`config.mk`:
```
export PLATFORM = sky130hd
export DESIGN_NAME = ballot_box_flat
export DESIGN_NICKNAME = d
export VERILOG_FILES = /design/src/rtl/vote_pkg.sv /design/src/rtl/ballot_box_if.sv /design/src/rtl/ballot_box.sv /design/src/flat_wrapper.sv
export SDC_FILE = /design/constraint.sdc
export NUM_CORES = 1
export LEC_CHECK = 0
export ABC_AREA = 1
export BUFFER_PORTS_ARGS = -buffer_cell sky130_fd_sc_hd__buf_4
export CAP_MARGIN = 20
export CELL_PAD_IN_SITES_DETAIL_PLACEMENT = 1
export CELL_PAD_IN_SITES_GLOBAL_PLACEMENT = 1
export CORE_MARGIN = 3
export CORE_UTILIZATION = 40
export CTS_CLUSTER_DIAMETER = 80
export CTS_CLUSTER_SIZE = 40
export DETAILED_ROUTE_END_ITERATION = 10
export PLACE_DENSITY_LB_ADDON = 0.1
export SLEW_MARGIN = 20
export SYNTH_ARGS = -nofsm -noshare
export SYNTH_HDL_FRONTEND = slang
export SYNTH_SLANG_ARGS = --single-unit
export TNS_END_PERCENT = 20
```
`constraint.sdc`:
```
create_clock -name clk -period 5.4 [get_ports clk]
set_clock_uncertainty 0.15 [all_clocks]
set_input_delay 1.08 -clock clk [delete_from_list [all_inputs] [get_ports clk]]
set_output_delay 1.08 -clock clk [all_outputs]
set_load 0.01 [all_outputs]
```
`src/rtl/vote_pkg.sv`:
```
// rtl/vote_pkg.sv - shared class codes, FSM encoding and voter counts for the ballot/vote pair
package vote_pkg;

  localparam int NP_N    = 32;
  localparam int VIP_N   = 8;
  localparam int TOTAL_N = 41;

  typedef enum logic [1:0] {
    CLS_NP   = 2'd0,
    CLS_VIP  = 2'd1,
    CLS_VVIP = 2'd2,
    CLS_RSV  = 2'd3
  } cls_e;

  typedef enum logic [1:0] {
    S_IDLE    = 2'd0,
    S_OPEN    = 2'd1,
    S_CLOSING = 2'd2,
    S_DONE    = 2'd3
  } state_e;

endpackage

```
`src/rtl/ballot_box_if.sv`:
```
// rtl/ballot_box_if.sv - ballot handshake bundle (voter class/id/yes with valid/ready)
interface ballot_box_if;

  logic       in_valid;
  logic       in_ready;
  logic [1:0] in_class;
  logic [4:0] in_id;
  logic       in_yes;

  modport master (output in_valid, output in_class, output in_id, output in_yes, input in_ready);
  modport slave  (input in_valid, input in_class, input in_id, input in_yes, output in_ready);

endinterface

```
`src/rtl/ballot_box.sv`:
```
// rtl/ballot_box.sv - collects ballots into yes-vectors for the vote stage and latches the session result
module ballot_box
  import vote_pkg::*;
(
  input  logic             clk,
  input  logic             rst_n,
  input  logic             start,
  input  logic             close,
  ballot_box_if.slave      bal,
  output logic [NP_N-1:0]  np_o,
  output logic [VIP_N-1:0] vip_o,
  output logic             vvip_o,
  input  logic             res_i,
  output logic             result,
  output logic             done,
  output logic             err_dup,
  output logic             err_bad,
  output logic [5:0]       cast_cnt
);

  state_e           state, state_nxt;
  logic [NP_N-1:0]  cast_np;
  logic [VIP_N-1:0] cast_vip;
  logic             cast_vvip;

  cls_e cls;
  logic take, clear, is_bad, already, is_valid, last_vote;

  assign bal.in_ready = (state == S_OPEN);
  assign cls          = cls_e'(bal.in_class);
  assign take         = bal.in_valid && (state == S_OPEN);
  // start is honoured everywhere except CLOSING, and every honoured start re-enters OPEN
  assign clear        = start && (state != S_CLOSING);

  assign is_bad = (cls == CLS_RSV) ||
                  ((cls == CLS_VIP) && (bal.in_id > 5'd7)) ||
                  ((cls == CLS_VVIP) && (bal.in_id != 5'd0));

  always_comb begin
    already = 1'b0;
    case (cls)
      CLS_NP:   already = cast_np[bal.in_id];
      CLS_VIP:  already = cast_vip[bal.in_id[2:0]];
      CLS_VVIP: already = cast_vvip;
      default:  already = 1'b0;
    endcase
  end

  assign is_valid  = take && !is_bad && !already;
  assign last_vote = is_valid && (cast_cnt == 6'(TOTAL_N - 1));

  always_ff @(posedge clk or negedge rst_n) begin
    if (!rst_n) state <= S_IDLE;
    else        state <= state_nxt;
  end

  always_comb begin
    state_nxt = state;
    case (state)
      S_IDLE:    if (start) state_nxt = S_OPEN;
      S_OPEN: begin
        if (start)                   state_nxt = S_OPEN;
        else if (close || last_vote) state_nxt = S_CLOSING;
      end
      S_CLOSING: state_nxt = S_DONE;
      S_DONE:    if (start) state_nxt = S_OPEN;
      default:   state_nxt = S_IDLE;
    endcase
  end

  always_ff @(posedge clk or negedge rst_n) begin
    if (!rst_n) begin
      np_o      <= '0;
      vip_o     <= '0;
      vvip_o    <= 1'b0;
      cast_np   <= '0;
      cast_vip  <= '0;
      cast_vvip <= 1'b0;
      cast_cnt  <= '0;
      result    <= 1'b0;
      done      <= 1'b0;
      err_dup   <= 1'b0;
      err_bad   <= 1'b0;
    end else begin
      err_dup <= 1'b0;
      err_bad <= 1'b0;
      done    <= (state == S_CLOSING);
      if (clear) begin
        np_o      <= '0;
        vip_o     <= '0;
        vvip_o    <= 1'b0;
        cast_np   <= '0;
        cast_vip  <= '0;
        cast_vvip <= 1'b0;
        cast_cnt  <= '0;
        result    <= 1'b0;
      end else begin
        if (state == S_CLOSING) result <= res_i;
        if (take && is_bad)                err_bad <= 1'b1;
        else if (take && already)          err_dup <= 1'b1;
        if (is_valid) begin
          cast_cnt <= cast_cnt + 6'd1;
          case (cls)
            CLS_NP: begin
              cast_np[bal.in_id] <= 1'b1;
              np_o[bal.in_id]    <= bal.in_yes;
            end
            CLS_VIP: begin
              cast_vip[bal.in_id[2:0]] <= 1'b1;
              vip_o[bal.in_id[2:0]]    <= bal.in_yes;
            end
            default: begin
              cast_vvip <= 1'b1;
              vvip_o    <= bal.in_yes;
            end
          endcase
        end
      end
    end
  end

endmodule

```
`src/flat_wrapper.sv`:
```
// flat-port wrapper written by rule: the top's interface ports become plain ports
module ballot_box_flat import vote_pkg::*;
  (clk, rst_n, start, close, np_o, vip_o, vvip_o, res_i, result, done, err_dup, err_bad, cast_cnt, bal_in_valid, bal_in_class, bal_in_id, bal_in_yes, bal_in_ready);
  ballot_box_if bal_i ();
  input  logic clk;
  input  logic rst_n;
  input  logic start;
  input  logic close;
  output logic [NP_N-1:0] np_o;
  output logic [VIP_N-1:0] vip_o;
  output logic vvip_o;
  input  logic res_i;
  output logic result;
  output logic done;
  output logic err_dup;
  output logic err_bad;
  output logic [5:0] cast_cnt;
  input wire logic [$bits(bal_i.in_valid)-1:0] bal_in_valid;
  input wire logic [$bits(bal_i.in_class)-1:0] bal_in_class;
  input wire logic [$bits(bal_i.in_id)-1:0] bal_in_id;
  input wire logic [$bits(bal_i.in_yes)-1:0] bal_in_yes;
  output wire logic [$bits(bal_i.in_ready)-1:0] bal_in_ready;
  assign bal_i.in_valid = bal_in_valid;
  assign bal_i.in_class = bal_in_class;
  assign bal_i.in_id = bal_in_id;
  assign bal_i.in_yes = bal_in_yes;
  assign bal_in_ready = bal_i.in_ready;
  ballot_box u_core (.clk(clk), .rst_n(rst_n), .start(start), .close(close), .bal(bal_i), .np_o(np_o), .vip_o(vip_o), .vvip_o(vvip_o), .res_i(res_i), .result(result), .done(done), .err_dup(err_dup), .err_bad(err_bad), .cast_cnt(cast_cnt));
endmodule
```
==> results.txt <==
Most numerous cell in the Yosys netlist -> nand2_1
Syn Nets -> 787
Layout cells sized above 1 -> 0.119
Die width -> 120 um
Clock-pin transition on the worst setup and hold timing paths -> 0.07 ns
Routed wire length -> 15.2 mm
Kind of cell adding the most delay to the critical path -> simple AND/OR/NAND/NOR gates
Pin count of the biggest net entering global routing -> 119
Synth Flop Type -> dfrtp_1
Core Box Area -> 12,700 sq um
# rows -> 41
Htree depth -> 3
Port-buffer cells -> 65
Initial Utilization -> 0.412
Main area contributors after synthesis -> dfrtp_1 (45%), nand2_1 (22%), inv_1 (5.6%), nand3_1 (5.3%), nor2_1 (4.4%)
Power density cells -> 303 nW/um^2
Startpoint types -> input port
Via count -> 5,052
Top-area cell type share of the netlist area -> 0.449
Global-route wire length before repair -> 25.5 mm
Antenna diode count -> 0
Die area -> 14,500 sq um
Antenna-violating nets left -> 0
GR Overflow Total -> 0
Slowest stage delay, CP -> 0.62 ns
Slew Viols, Final -> 0
Detailed placement HPWL -> 10.1 mm
FF+latch count, synth -> 94
Yosys warns -> 0
Total track usage -> 0.220
DRT iter0 DRCs -> 258
Post-synth EDFFs -> 0
Vias/cell -> 5.08
Final nets -> 835
Post-synthesis sequential area ratio -> 0.449
Worst vdd ir -> 0.218 mV
Cell mode on critical path -> nand2_1
IO Count -> 66
Yosys cell types -> 27
Mapped Area -> 5240 sq um
Buf+Inv Stages, Crit Path -> 3
Maximum clock insertion buffer count -> 2
Final period util -> 0.667
Routed len/inst -> 15.3 um
Design area -> 6150 sq um
Critical path fanouts, max -> 23
1st-pass router iterations -> 4
Hold Startpoint -> u_core.np_o[17]
Placer Congestion -> 0.822
Syn Inst Count -> 769
Num CTS Buffers -> 9
Setup Buffers After CTS -> 0
CTS tree -> built
Internal reg-to-reg setup slack -> 2.91 ns
Status -> finished clean
Latest clock arrival within the worst-skew pair -> 0.36 ns
Initial antenna violation count -> 0
Clk Tree Root Cell -> clkbuf_16
Max cap viols -> 0
Worst path cell trace -> buf_4 > inv_2 > nand2_2 > inv_2 > nand2_1 > o21ai_1 > o21ai_0 > nor2_2 > nand3_2 > nor2_1 > nand2_1 > nand2_1 > nand2_1
DP Area -> 5820 sq um
WHS Endpoint -> u_core.np_o[17]
RR Endpoint -> u_core.vip_o[2]
PostCTS Resize Cnt -> 0
WS Path Type -> in -> reg
Largest area contributor in the netlist -> dfrtp_1
Final TNS setup -> 0 ns
CP endpoint kind -> flop
Worst Hold Class -> reg -> reg
Hold Crit Depth -> 2
Total placed cells including tap cells -> 978
Asr flop ratio synth -> 1.00
CP Data Arrival Time -> 3.70 ns
Final setup vio count -> 0
Reg2Reg Depth -> 14
Synthesis-to-layout area growth -> 17.3%
Drt drc -> 0
Required time worst endpoint -> 5.50 ns
Fin Hold WS -> 0.322 ns
CTS Sinks -> 94
Die Y -> 120 um
Vias in the first global route -> 5,160
Least-Margin Pin Slew -> 0.892 ns
Unrepaired setup endpoints after global routing -> no
Minimum clock period after layout -> 3.60 ns
Relative slew slack -> 0.405
Commonest cells in the synthesized netlist -> nand2_1 (310), dfrtp_1 (94), inv_1 (78), nor2_1 (62), nand3_1 (55)
Reg2reg start -> u_core.cast_np[31]
Crit-path slowest cell -> nor2_1
Final Hold Viols -> 0
Post-Syn Area per Cell -> 6.81 sq um
Finished Layout Cells -> 994
Post-CTS Hold Fix Bufs -> 0
Fmax -> 0.278 GHz
Leak pwr -> 0.00314 uW
[layout by cell type, fill, tap and decap left out, drive strengths merged, types with 5 or more instances in the layout]
master,count
nor2,64
buf,70
clkbuf,12
dfrtp,94
a21oi,38
inv,84
nand4,5
nand3,56
o21ai,42
nand2,313
nor3,26
[state kept, by name, summed over array words and instances, names as in the netlist]
register          flops
u_core.cast_np       32
u_core.np_o          32
u_core.cast_vip       8
u_core.vip_o          8
u_core.cast_cnt       6
u_core.state          2
u_core.cast_vvip      1
u_core.done           1
u_core.err_bad        1
u_core.err_dup        1
u_core.result         1
u_core.vvip_o         1
[cell type report]
cell class / instances / area, sq um
Sequential cell: 94 / 2350
Inverter: 86 / 323
Clock inverter: 4 / 70.1
Multi-Input combinational cell: 556 / 2410
Fill cell: 1723 / 6580
Tap cell: 172 / 215
Clock buffer: 12 / 246
Timing Repair Buffer: 70 / 526
[cell families (layout without fill, tap and decap cells)]
logic type,after synthesis,count (layout),synth area share
fa+ha+maj,4,4,0.00955
buf+inv,119,172,0.0931
xor+xnor,3,3,0.00502
compound gates,83,83,0.0807
simple gates,466,466,0.363
flops,94,94,0.449
[through the flow]
stage               setup WS, ns  total power, uW  utilization
finish                      1.80             1860        0.483
global route                1.50             1980        0.483
CTS                         1.61             1890        0.482
detailed placement          1.24             1180        0.458
global placement            1.34             1170        0.458
floorplan                   2.65             1060            -
[worst max-delay path by stage]
stage	startpoint	endpoint	slack [ns]	depth (start not counted)
after floorplan	bal_in_id[1]	u_core.np_o[10]	2.65	13
after global placement	bal_in_id[0]	u_core.np_o[26]	1.34	13
after detailed placement	bal_in_id[0]	u_core.np_o[9]	1.24	13
after CTS	bal_in_id[0]	u_core.cast_np[10]	1.61	11
after global routing	bal_in_id[0]	u_core.vip_o[5]	1.50	13
final	bal_in_id[0]	u_core.vip_o[2]	1.80	13
[per-layer routing]
metal / wire [um] / track usage / part of all wire / vias up
met5: 0 / 0 / 0 / -
met3: 447 / 0.0304 / 0.029 / 19
li1: - / - / - / 2501
met2: 7240 / 0.364 / 0.48 / 76
met1: 7260 / 0.297 / 0.48 / 2456
met4: 255 / 0.0758 / 0.017 / 0
[where the power goes]
group	internal, uW	total (uW)	switching (uW)
combinational	109	392	283
clock	417	695	278
sequential	749	777	28.5
[worst register-to-register path: cells and delay by family (launching register included)]
kind | cells | cell delay [ns]
compound gates | 1 | 0.13
flops | 1 | 0.38
simple gates | 13 | 1.71
(Power assumes the default switching activity.)
